### config.mk
export PLATFORM = sky130hd
export DESIGN_NAME = sprite_depth_scaler
export DESIGN_NICKNAME = d
export VERILOG_FILES = /design/src/rtl/sprite_pkg.sv /design/src/rtl/sprite_zone_decode.sv /design/src/rtl/sprite_depth_scaler.sv
export SDC_FILE = /design/constraint.sdc
export NUM_CORES = 1
export LEC_CHECK = 0
export ABC_AREA = 0
export ABC_CLOCK_PERIOD_IN_PS = 4580
export BUFFER_PORTS_ARGS = -buffer_cell sky130_fd_sc_hd__buf_2
export CORE_ASPECT_RATIO = 0.6
export CORE_UTILIZATION = 53
export DETAILED_ROUTE_END_ITERATION = 12
export GPL_TIMING_DRIVEN = 0
export PLACE_DENSITY = 0.74
export REMOVE_ABC_BUFFERS = 1
export SLEW_MARGIN = 25
export SYNTH_ARGS = -nofsm -noshare
export SYNTH_HDL_FRONTEND = slang
export SYNTH_SLANG_ARGS = --single-unit
### constraint.sdc
create_clock -name clk -period 4.58 [get_ports clk]
set_input_delay 0.687 -clock clk [delete_from_list [all_inputs] [get_ports clk]]
set_output_delay 0.687 -clock clk [all_outputs]
set_load 0.05 [all_outputs]
### src/rtl/sprite_pkg.sv
// rtl/sprite_pkg.sv - shared constants and zone lookup tables for the sprite scaler
package sprite_pkg;

  localparam int NUM_ZONES_DEF = 10;
  localparam int ZONE_W        = 4;
  localparam int SIZE_W        = 7;

  // Side length minus one for each pre-scaled bitmap, nearest zone first.
  function automatic logic [SIZE_W-1:0] SPRITE_SIZE(input logic [ZONE_W-1:0] zone);
    logic [SIZE_W-1:0] s;
    case (zone)
      4'd0:    s = 7'd69;
      4'd1:    s = 7'd53;
      4'd2:    s = 7'd43;
      4'd3:    s = 7'd36;
      4'd4:    s = 7'd31;
      4'd5:    s = 7'd27;
      4'd6:    s = 7'd24;
      4'd7:    s = 7'd22;
      4'd8:    s = 7'd20;
      default: s = 7'd18;
    endcase
    return s;
  endfunction

  // Start word of a zone's bitmap: bitmaps are packed back to back in one ROM.
  function automatic int ROM_BASE(input logic [ZONE_W-1:0] zone);
    int base;
    int side;
    base = 0;
    for (int i = 0; i < NUM_ZONES_DEF; i++) begin
      if (i < int'(zone)) begin
        side = int'(SPRITE_SIZE(ZONE_W'(i))) + 1;
        base = base + side * side;
      end
    end
    return base;
  endfunction

endpackage

### src/rtl/sprite_zone_decode.sv
// rtl/sprite_zone_decode.sv - combinational depth to zone/size/base decode
module sprite_zone_decode
  import sprite_pkg::*;
#(
  parameter int NUM_ZONES  = NUM_ZONES_DEF,
  parameter int ZONE_DEPTH = 100,
  parameter int ADDR_W     = 14
) (
  input  logic [15:0]       z_loc,
  output logic [ZONE_W-1:0] zone,
  output logic [SIZE_W-1:0] size,
  output logic [ADDR_W-1:0] base
);

  // Comparator chain: the last threshold crossed selects the zone, saturating at the far zone.
  always_comb begin
    zone = '0;
    for (int i = 1; i < NUM_ZONES; i++) begin
      if ({16'd0, z_loc} >= 32'(i * ZONE_DEPTH)) begin
        zone = ZONE_W'(i);
      end
    end
    size = SPRITE_SIZE(zone);
    base = ADDR_W'(ROM_BASE(zone));
  end

endmodule

### src/rtl/sprite_depth_scaler.sv
// rtl/sprite_depth_scaler.sv - depth-scaled sprite renderer with ROM address pipeline
module sprite_depth_scaler
  import sprite_pkg::*;
#(
  parameter int                 NUM_ZONES   = NUM_ZONES_DEF,
  parameter int                 ZONE_DEPTH  = 100,
  parameter int                 ADDR_W      = 14,
  parameter int                 COLOR_W     = 24,
  parameter int                 ROM_LATENCY = 1,
  parameter logic [COLOR_W-1:0] TRANSP_KEY  = '0
) (
  input  logic               clk,
  input  logic               rst_n,
  input  logic               frame_start,
  input  logic [15:0]        x_loc,
  input  logic [15:0]        y_loc,
  input  logic [15:0]        z_loc,
  input  logic               mirror_x,
  input  logic [15:0]        pixel_x,
  input  logic [15:0]        pixel_y,
  output logic [ADDR_W-1:0]  rom_addr,
  input  logic [COLOR_W-1:0] rom_data,
  output logic [COLOR_W-1:0] color,
  output logic               opaque,
  output logic [3:0]         zone
);

  logic [ZONE_W-1:0]  dec_zone;
  logic [SIZE_W-1:0]  dec_size;
  logic [ADDR_W-1:0]  dec_base;

  logic [15:0]        x_lat_q, x_lat_d;
  logic [15:0]        y_lat_q, y_lat_d;
  logic               mirror_q, mirror_d;
  logic [ZONE_W-1:0]  zone_q, zone_d;
  logic [SIZE_W-1:0]  size_q, size_d;
  logic [ADDR_W-1:0]  base_q, base_d;
  logic               armed_q, armed_d;

  logic [15:0]        r_pixel_y_q, r_pixel_y_d;
  logic [ADDR_W-1:0]  row_base_q, row_base_d;
  logic [ADDR_W-1:0]  rom_addr_q, rom_addr_d;
  logic [ROM_LATENCY:0] hit_sr_q, hit_sr_d;
  logic               opaque_q, opaque_d;
  logic [COLOR_W-1:0] color_q, color_d;

  logic [16:0]        x_end, y_end;
  logic               hit;
  logic [15:0]        dx;
  logic [ADDR_W-1:0]  col;
  logic [ADDR_W-1:0]  row_next;

  sprite_zone_decode #(
    .NUM_ZONES  (NUM_ZONES),
    .ZONE_DEPTH (ZONE_DEPTH),
    .ADDR_W     (ADDR_W)
  ) u_zone_decode (
    .z_loc (z_loc),
    .zone  (dec_zone),
    .size  (dec_size),
    .base  (dec_base)
  );

  // Frame latch: sprite placement is frozen for the whole frame once frame_start is seen.
  always_comb begin
    x_lat_d  = x_lat_q;
    y_lat_d  = y_lat_q;
    mirror_d = mirror_q;
    zone_d   = zone_q;
    size_d   = size_q;
    base_d   = base_q;
    armed_d  = armed_q;
    if (frame_start) begin
      x_lat_d  = x_loc;
      y_lat_d  = y_loc;
      mirror_d = mirror_x;
      zone_d   = dec_zone;
      size_d   = dec_size;
      base_d   = dec_base;
      armed_d  = 1'b1;
    end
  end

  // Hit test, row tracking, address generation and output stage using this frame's latched values.
  always_comb begin
    x_end = {1'b0, x_lat_q} + {10'd0, size_q};
    y_end = {1'b0, y_lat_q} + {10'd0, size_q};
    hit   = armed_q &&
            (pixel_x >= x_lat_q) && ({1'b0, pixel_x} <= x_end) &&
            (pixel_y >= y_lat_q) && ({1'b0, pixel_y} <= y_end);

    dx  = pixel_x - x_lat_q;
    col = mirror_q ? (ADDR_W'(size_q) - ADDR_W'(dx)) : ADDR_W'(dx);

    if (pixel_y == y_lat_q) begin
      row_next = base_q;
    end else if (pixel_y != r_pixel_y_q) begin
      row_next = row_base_q + ADDR_W'(size_q) + ADDR_W'(1);
    end else begin
      row_next = row_base_q;
    end

    r_pixel_y_d = pixel_y;
    row_base_d  = row_next;
    rom_addr_d  = hit ? (row_next + col) : rom_addr_q;
    hit_sr_d    = {hit_sr_q[ROM_LATENCY-1:0], hit};

    opaque_d = armed_q && hit_sr_q[ROM_LATENCY] && (rom_data != TRANSP_KEY);
    color_d  = opaque_d ? rom_data : '0;
  end

  // State registers; reset clears everything and disarms until the next frame_start.
  always_ff @(posedge clk or negedge rst_n) begin
    if (!rst_n) begin
      x_lat_q     <= '0;
      y_lat_q     <= '0;
      mirror_q    <= 1'b0;
      zone_q      <= '0;
      size_q      <= '0;
      base_q      <= '0;
      armed_q     <= 1'b0;
      r_pixel_y_q <= '0;
      row_base_q  <= '0;
      rom_addr_q  <= '0;
      hit_sr_q    <= '0;
      opaque_q    <= 1'b0;
      color_q     <= '0;
    end else begin
      x_lat_q     <= x_lat_d;
      y_lat_q     <= y_lat_d;
      mirror_q    <= mirror_d;
      zone_q      <= zone_d;
      size_q      <= size_d;
      base_q      <= base_d;
      armed_q     <= armed_d;
      r_pixel_y_q <= r_pixel_y_d;
      row_base_q  <= row_base_d;
      rom_addr_q  <= rom_addr_d;
      hit_sr_q    <= hit_sr_d;
      opaque_q    <= opaque_d;
      color_q     <= color_d;
    end
  end

  assign rom_addr = rom_addr_q;
  assign color    = color_q;
  assign opaque   = opaque_q;
  assign zone     = 4'(zone_q);

endmodule

==> results of run 1 <==
-- metal layers --
metal / global-route usage / up-vias / share of wire
met5: 0 / - / 0
met4: 0.06296 / 0 / 0.014
met3: 0.06844 / 49 / 0.077
met2: 0.4051 / 380 / 0.41
met1: 0.4484 / 4973 / 0.50
li1: - / 4986 / -
-- synthesized netlist by cell type (all sizes together), types with 7 or more instances --
cell type	instances
nand4	15
nor2	91
o211ai	14
nand2b	14
a21boi	8
o21bai	7
ha	171
a21oi	90
nor4	21
xnor2	60
buf	13
clkbuf	24
nor2b	13
dfrtp	130
a211oi	13
a31oi	9
a21o	21
o21a	12
o31ai	7
nand2	96
nor3	16
mux2i	7
or2	9
and3	7
inv	106
mux2	30
xor2	41
fa	12
o21ai	112
nand3	16
and2	39
-- state kept, by name (all words and copies together) (netlist names) --
| name | flops |
|---|---|
| armed_q | 1 |
| rom_addr | 14 |
| y_lat_q | 16 |
| hit_sr_q | 2 |
| opaque | 1 |
| r_pixel_y_q | 16 |
| color | 24 |
| x_lat_q | 16 |
| base_q | 14 |
| zone | 4 |
| mirror_q | 1 |
| row_base_q | 14 |
| size_q | 7 |
-- per-stage QoR --
stage	cell area [sq um]	instances
floorplan	11290	1250
global placement	12380	1677
detailed placement	12470	1681
CTS	13840	1752
global route	14470	1782
finish	14470	1782
-- timing repair --
action	in CTS	in global routing
setup buffers	38	29
hold endpoints to repair	0	0
resized for setup	111	91
hold buffers	0	0
setup endpoints to repair	28	24
gates cloned	1	1
pin swaps	51	68
-- power groups by stage --
stage               Clock, mW  Sequential [mW]  Combinational (mW)
global placement            0             1.50                2.61
finish                   1.32             1.50                3.43
detailed placement          0             1.51                2.70
CTS                      1.32             1.50                2.93
floorplan                   0             1.74                1.79
global route             1.37             1.52                3.71
-- worst paths after layout --
check / endpoint / slack [ps]
worst min-delay path: zone[0] / 130
worst min register to register: hit_sr_q[1] / 380
max in group asynchronous: row_base_q[10] / 3670
worst max-delay path: base_q[10] / -4040
min in group clk: hit_sr_q[1] / 380
worst max register to register: rom_addr[13] / 90
-- final cells by class --
class	count	area, sq um	area share
tap	279	349.1	0.02413
sequential	130	3256	0.2250
clock buffer	18	429.2	0.02967
inverter	106	412.9	0.02854
clock inverter	14	130.1	0.008995
multi-input combinational	1015	8489	0.5868
timing repair buffer	220	1400	0.09678
-- placed cells by master, fill, tap and decap left out, types with 40 or more instances in the layout --
cell type  instances
a21oi_1           70
xnor2_1           53
dfrtp_1          128
xor2_1            40
buf_2            141
buf_4             64
o21ai_0           87
ha_1             150
nand2_1           90
nor2_1            83
inv_1             93
-- cell families (layout without fill, tap and decap cells) --
logic type,count (synthesis),in the layout,synth area share
adder cells (fa/ha/maj),183,183,0.2078
buffers and inverters,143,358,0.04862
AND/OR/NAND/NOR,356,357,0.1569
multiplexers,37,37,0.03628
AO/OA/AOI/OAI,335,335,0.1866
other,1,1,0.0003275
flip-flops,130,130,0.2841
XOR/XNOR,102,102,0.07933
-- worst max-delay path: cells and delay by family --
family	cells	cell delay [ps]
multiplexers	2	540
buffers and inverters	8	550
adder cells (fa/ha/maj)	13	4090
AO/OA/AOI/OAI	10	1760
AND/OR/NAND/NOR	5	1010
XOR/XNOR	2	260
==> flow_summary.yaml, run 1 <==
clock_network:
  cts.htree.levels: 4
  cts_made_buffers: 17
  root_buffer: "clkbuf_16"
  path_clk_slew_ps: 60
  clk_latency_ps: 430
  clock_path_buffers: 2
  cts_tree: "done"
  cts_sinks: 130
logic_synthesis:
  ys_ff_latch: 130
  ys_types: 79
  yosysSeqAreaShare: 0.2841
  netlist_area_sq_um: 11450
  synth_edf_count: 0
  async_flop_share: 1.000
  synth_top_area_share: 0.2841
  synth_area_leader_cell: "dfrtp_1"
  netlist_instances: 1287
  yosys-top-cells-area: "dfrtp_1, ha_1, o21ai_0"
  syn_avg_cell_area_sq_um: 8.897
  yosysWarnings: 0
  synth_ff_type: "dfrtp_1"
timing:
  skew_ps: 7.672
  tightestPinTransition_ps: 848.3
  final.setup.worst_slack_ps: -4036
  drv_slew: 0
  hold_viol_final: 0
  fmax_mhz: 116.1
  grt_setup_unrepaired: "yes"
  whs_ps: 125.6
  setup_tns_ps: -35220
  maxSlewHeadroom: 0.4323
  fin_crit_sh: 1.881
  setup-violations-final: 10
  period_needed_ps: 8616
floorplanning:
  initial_core_util: 0.5431
  core_area_sq_um: 21080
  die_x_um: 191.8
  die-area_sq_um: 22220
  rows: 41
  io_pins: 151
  fp.dieH_um: 115.9
setup_path:
  slowest_stage: "fa_1"
  cp_max_fo: 9
  setup.worst_path.class: "input pin to register"
  r2r_cells: 20
  crit_required_ps: 4870
  cp_common_cell: "ha_4"
  crit_path_start: "z_loc[5]"
  arrival_ps: 8910
  rr_startpoint: "x_lat_q[0]"
  critPathCaptureType: "register"
  worst_setup_path_start_kind: "input pin"
  cpPeakStageDelay_ps: 520
run:
  drv_cap: 0
finish:
  post-route-util: 0.6861
  n_fill_cell: 1637
  layout-area-overhead-vs-synth_pct: 26.33
  drive_gt1_frac: 0.2794
  nNetsFinal: 1781
  antenna_cells: 0
global_routing:
  grt_pass1_vias: 9720
  grt_pass1_wl_um: 50290
  antenna_found_initial: 0
  grt_overflow_total: 0
  grtUsageTotal: 0.2907
  grt_max_degree: 91
placement:
  gp_congestion: 0.9034
  dp_slack_ps: -7743
  numPortBuffers: 148
  dp_hpwl_um: 23720
power:
  peakVddDrop_v: 0.0005818
  comb_power_share: 0.549
  p_leak_nw: 6.818
  power_density_nw_per_um2: 431.8
  seqPwrFrac: 0.240
  intPower_mw: 3.606
  power_mw: 6.246
  clkPwrFrac: 0.211
  swShare: 0.4227
  switching_power_mw: 2.640
detailed_routing:
  wl_per_cell_um: 18.71
  via_count: 10388
  routed_via_density: 5.829
  wirelength_um: 33330
  drc: 0
  first_iter_violations: 708
  drt-pass1-iter-count: 5
  ant_nets: 0
min_path:
  min_path_type: "input pin to async pin"
outcome:
  status: "finished with violations"
  violations: "setup timing"
(Power assumes the default switching activity.)
==> run 2: changes to the inputs <==
Settings changed: CELL_PAD_IN_SITES_DETAIL_PLACEMENT from default to 1, CELL_PAD_IN_SITES_GLOBAL_PLACEMENT from default to 2, CORE_UTILIZATION 53 to 37, PLACE_DENSITY 0.74 to default, PLACE_DENSITY_LB_ADDON from default to 0.1, SYNTH_HIERARCHICAL from default to 1.
==> run 2 against run 1 <==
Compared with the run above: the run ends with DRC, setup timing left; sequential power hardly changed; die area is 49% higher; clock-buffer cell count stayed put; sequential cell count stayed put; largest power group unchanged; combinational power is 4% higher; highest routed layer unchanged; fmax is 1.9% lower; synthesized cell count is 4.4% higher; critical path type unchanged; global-route usage is 4.6 points lower; area after synthesis is 4.4% higher; clock skew is 1.6 ps higher.
==> flow_summary.yaml, run 2 <==
outcome:
  status: "finished with violations"
  violations: "DRC, setup timing"
global_routing:
  antenna_found_initial: 3
  grt_max_degree: 82
  grtUsageTotal: 0.2446
  grt_pass1_vias: 11038
  grt_pass1_wl_um: 62010
  grt_overflow_total: 0
finish:
  layout-area-overhead-vs-synth_pct: 33.40
  postLayoutCellArea_sq_um: 15940
  n_fill_cell: 3564
  nNetsFinal: 1902
  largest_reg_flops: 24
  antenna_cells: 0
  seqCellArea_sq_um: 3254
  final_cell_mix: "ha_1, buf_2, dfrtp_1"
  multi_input_area_sq_um: 9174
  drive_gt1_frac: 0.3370
  final_cells: 2039
  final_common_cell: "ha_1"
logic_synthesis:
  yosysSeqAreaShare: 0.2722
  netlist_instances: 1344
  synth_xor_area_frac: 0.08061
  yosys-top-cells-area: "dfrtp_1, ha_1, xnor2_1"
  synthAdderAreaFrac: 0.2002
  synth_ff_type: "dfrtp_1"
  ys_ff_latch: 130
  synth_area_leader_cell: "dfrtp_1"
  muxShareOfSynthArea: 0.05350
  yosys.area_share.simple: 0.1644
  yosysWarnings: 6
  syn_avg_cell_area_sq_um: 8.892
  synth_compound_area_frac: 0.1768
  netlist_area_sq_um: 11950
  ys_types: 82
  synth_common_cells: "ha_1, dfrtp_1, nand2_1"
  synth_top_area_share: 0.2722
  synth_top_family_by_area: "adder cells"
  async_flop_share: 1.000
  synth_edf_count: 0
  synth_most_common_cell: "ha_1"
clock_network:
  clock_path_buffers: 2
  clk_latency_ps: 450
  ctsHoldBuffers: 0
  root_buffer: "clkbuf_16"
  cts_sinks: 130
  cts.htree.levels: 4
  cts_made_buffers: 17
  path_clk_slew_ps: 60
  cts_tree: "done"
floorplanning:
  core_area_sq_um: 31470
  die_x_um: 234.0
  die-area_sq_um: 33050
  initial_core_util: 0.3798
  rows: 50
  io_pins: 151
  fp.dieH_um: 141.2
timing:
  fin_crit_sh: 1.918
  maxSlewHeadroom: 0.3842
  drv_slew: 0
  final.setup.worst_slack_ps: -4204
  whs_ps: 240.1
  setup-violations-final: 11
  skew_ps: 9.285
  grt_setup_unrepaired: "yes"
  fmax_mhz: 113.8
  period_needed_ps: 8784
  hold_viol_final: 0
  tightestPinTransition_ps: 912.1
detailed_routing:
  via_count: 10906
  routed_via_density: 5.349
  drc: 8
  wirelength_um: 41000
  first_iter_violations: 543
  wl_per_cell_um: 20.11
  ant_nets: 0
  drt-pass1-iter-count: 8
placement:
  numPortBuffers: 148
  gp_congestion: 0.8241
  dp_hpwl_um: 29100
  place_area_sq_um: 13120
  placed_cells: 1874
  dp_slack_ps: -7401
power:
  peakVddDrop_v: 0.0004586
  p_leak_nw: 7.522
  power_density_nw_per_um2: 408.8
setup_path:
  cp_max_fo: 4
  setup.worst_path.class: "input pin to register"
  critPathCaptureType: "register"
  arrival_ps: 9120
  cpPeakStageDelay_ps: 560
  slowest_stage: "fa_1"
  crit_required_ps: 4910
  worst_setup_path_start_kind: "input pin"
  cp_common_cell: "ha_4"
run:
  drv_cap: 0
min_path:
  min_path_type: "input pin to async pin"
-- run 2: cell types whose count changed after synthesis, sizes merged, moves of 9 or more --
cell / before / now
a21o: 21 / 32
clkbuf: 24 / 34
mux2: 30 / 44
nand2: 96 / 110
nor2b: 13 / 22
nor3: 16 / 33
o211ai: 14 / 4
o21ai: 112 / 94
-- run 2: worst max-delay path, delay by kind of cell --
family / cells / cell delay (ps)
and+or+nand+nor: 8 / 1230
buffers and inverters: 4 / 310
muxes: 3 / 760
AOI/OAI and AO/OA: 15 / 2020
adders and majority gates: 12 / 4070
-- run 2: metal layers --
layer	vias up	share of wire	routed length, um	track usage
li1	5290	-	-	-
met1	5394	0.53	21640	0.3812
met2	182	0.42	17420	0.3501
met3	40	0.033	1341	0.02973
met4	0	0.015	602	0.06152
met5	-	0	0	0
-- run 2: repair_timing --
| item | 4_1_cts | 5_1_grt |
|---|---|---|
| resized for setup | 132 | 124 |
| buffers inserted | 83 | 49 |
| pin swaps | 68 | 100 |
| endpoints found under the hold margin | 0 | 0 |
| gates cloned | 2 | 0 |
| endpoints found under the setup margin | 27 | 27 |
-- run 2: path summary, 6_finish.rpt --
kind,from,endpoint,slack (ps),cells after the start
setup / recovery,z_loc[2],base_q[13],-4200,42
hold / removal,rst_n,zone[1],240,1
setup reg to reg,x_lat_q[0],rom_addr[12],-90,21
hold reg to reg,hit_sr_q[0],hit_sr_q[1],350,0
max in group asynchronous,rst_n,hit_sr_q[0],3620,2
min in group clk,hit_sr_q[0],hit_sr_q[1],350,0
-- run 2: cell families after synthesis --
kind of cell / Yosys count
adder cells (fa/ha/maj): 184
XOR/XNOR: 110
flip-flops: 130
AO/OA/AOI/OAI: 325
AND/OR/NAND/NOR: 397
multiplexers: 55
other: 1
buffers and inverters: 142
-- run 2: power breakdown --
| group | internal (mW) | switching, mW |
|---|---|---|
| sequential | 1.35 | 0.133 |
| clock | 0.875 | 0.580 |
| combinational | 1.62 | 1.95 |
| total | 3.85 | 2.67 |
-- run 2: layout make-up --
| type | instances | share of cell area |
|---|---|---|
| clock inverters | 14 | 0.01114 |
| multi-input cells | 1073 | 0.5754 |
| inverters | 102 | 0.02480 |
| flip-flops and latches | 130 | 0.2041 |
| well taps | 416 | 0.03265 |
| repair buffers | 286 | 0.1243 |
| clock buffers | 18 | 0.02755 |
-- run 2: through the flow --
| stage | TNS [ps] | total power [mW] | utilization |
|---|---|---|---|
| 5_1_grt | -41540 | 6.941 | 0.5066 |
| 6_report | -35990 | 6.517 | 0.5066 |
| 3_3_place_gp | -86130 | 4.238 | 0.4124 |
| 3_5_place_dp | -79230 | 4.323 | 0.4168 |
| 2_1_floorplan | -47560 | 3.556 | - |
| 4_1_cts | -34390 | 6.199 | 0.4763 |
==> run 3: changes to the inputs <==
Settings changed: TNS_END_PERCENT from default to 50.
==> run 3 against run 2 <==
Compared with the run above: the flow still finishes with violations (DRC, setup timing); via count down 0.33%; die area unchanged; first-iteration DRC count decreased by 2.6%; non-clock buffer count shrank 12; critical endpoint unchanged.
==> flow_summary.yaml, run 3 (same netlist as run 2, synthesis figures left out) <==
setup_path:
  crit_path_start: "z_loc[12]"
  cp_max_fo: 4
  cpPeakStageDelay_ps: 560
  setup.worst_path.class: "input pin to register"
  rr_endpoint: "rom_addr[12]"
  rr_startpoint: "x_lat_q[0]"
  r2r_cells: 22
  rrSetupSlack_ps: -110
  arrival_ps: 9100
  slowest_stage: "or4_4"
  crit_required_ps: 4910
  critPathCaptureType: "register"
  cp_common_cell: "ha_4"
  worstSetupEndpoint: "base_q[13]"
  worst_setup_path_start_kind: "input pin"
floorplanning:
  io_pins: 151
  initial_core_util: 0.3798
  die-area_sq_um: 33050
  die_x_um: 234.0
  rows: 50
  fp.dieH_um: 141.2
  core_area_sq_um: 31470
clock_network:
  cts_made_buffers: 17
  clk_latency_ps: 450
  cts_sinks: 130
  path_clk_slew_ps: 60
  clock_path_buffers: 2
  cts_tree: "done"
  cts.htree.levels: 4
  root_buffer: "clkbuf_16"
timing:
  drv_slew: 0
  fin_crit_sh: 1.914
  setup-violations-final: 12
  grt_setup_unrepaired: "yes"
  fmax_mhz: 114.1
  final.setup.worst_slack_ps: -4188
  skew_ps: 8.848
  hold_viol_final: 0
  setup_tns_ps: -35820
  maxSlewHeadroom: 0.3812
  tightestPinTransition_ps: 916.6
  period_needed_ps: 8768
placement:
  gp_congestion: 0.8241
  place_area_sq_um: 13120
  numPortBuffers: 148
  dp_slack_ps: -7401
  dp_hpwl_um: 29100
global_routing:
  grt_max_degree: 82
  top_usage_layer: "met1"
  grt_pass1_wl_um: 62070
  met2_usage: 0.3490
  grt_use_met1: 0.3801
  grt_overflow_total: 0
  antenna_found_initial: 3
  grt_pass1_vias: 11063
  grtUsageTotal: 0.2448
  met3_usage: 0.02973
finish:
  largest_reg_flops: 24
  post-route-util: 0.5009
  drive_gt1_frac: 0.3240
  layout-area-overhead-vs-synth_pct: 31.88
  postLayoutCellArea_sq_um: 15760
  final_common_cell: "ha_1"
  final_cell_mix: "ha_1, buf_2, dfrtp_1"
  nNetsFinal: 1890
detailed_routing:
  first_iter_violations: 529
  via_count: 10870
  drc: 16
  ant_nets: 0
  wirelength_um: 40660
  drt-pass1-iter-count: 8
  routed_via_density: 5.360
  wl_per_cell_um: 20.05
run:
  drv_cap: 0
min_path:
  min_path_type: "input pin to async pin"
power:
  power_mw: 6.418
  power_density_nw_per_um2: 407.2
  peakVddDrop_v: 0.0004636
  p_leak_nw: 7.450
outcome:
  violations: "DRC, setup timing"
  status: "finished with violations"
==> run 3: changes by cell type in the layout (fill, tap and decap cells not counted), moves of 2 or more <==
cell and change:
buf_4 -10, buf_6 -2, ha_1 +4, ha_4 -4, inv_1 +2, inv_2 -2, o21ai_0 +4, o21ai_1 -4
xnor2_1 +3, xnor2_2 -3
==> run 3: routing by layer <==
metal / vias up / share of wire
met5: - / 0
li1: 5271 / -
met4: 0 / 0.017
met1: 5379 / 0.53
met2: 179 / 0.42
met3: 41 / 0.034
==> run 3: power by group <==
part	internal, mW	switching (mW)	leakage [nW]
sequential	1.35	0.133	1.61
clock	0.875	0.580	0.290
combinational	1.56	1.91	5.55
==> run 3: final cells by class <==
type	count	area, sq um
multi-input combinational	1073	9087
clock inverter	14	177.7
timing repair buffer	274	1884
tap	416	520.5
fill	3568	15710
antenna	1	2.502
sequential	130	3254
inverter	102	395.4
clock buffer	18	439.2
==> run 3: through the flow <==
stage | std cells | hold WS (ps)
6_report | 2028 | 241.5
2_1_floorplan | 1304 | 331.2
3_3_place_gp | 1868 | 334.4
3_5_place_dp | 1874 | 336.3
4_1_cts | 1991 | 254.6
5_1_grt | 2027 | 292.3
==> run 3: timing repair <==
item | in CTS | in global routing
gates cloned | 2 | 0
gates resized for setup | 126 | 111
endpoints found under the setup margin | 27 | 27
pin swaps | 62 | 78
buffers inserted | 83 | 36
hold buffers | 0 | 0
==> run 3: critical path, delay by kind of cell <==
kind / cells / cell delay, ps
buffers and inverters: 5 / 380
multiplexers: 3 / 760
adder cells (fa/ha/maj): 12 / 4060
AND/OR/NAND/NOR: 10 / 1870
AO/OA/AOI/OAI: 10 / 1300
==> run 3: how the worst min path moves through the flow <==
stage                startpoint              end  cells past startpoint
floorplan           hit_sr_q[0]      hit_sr_q[1]                      0
finish                    rst_n          zone[1]                      1
detailed placement  hit_sr_q[0]      hit_sr_q[1]                      0
global placement    hit_sr_q[0]      hit_sr_q[1]                      0
CTS                       rst_n  r_pixel_y_q[14]                      1
global route              rst_n       y_lat_q[1]                      1
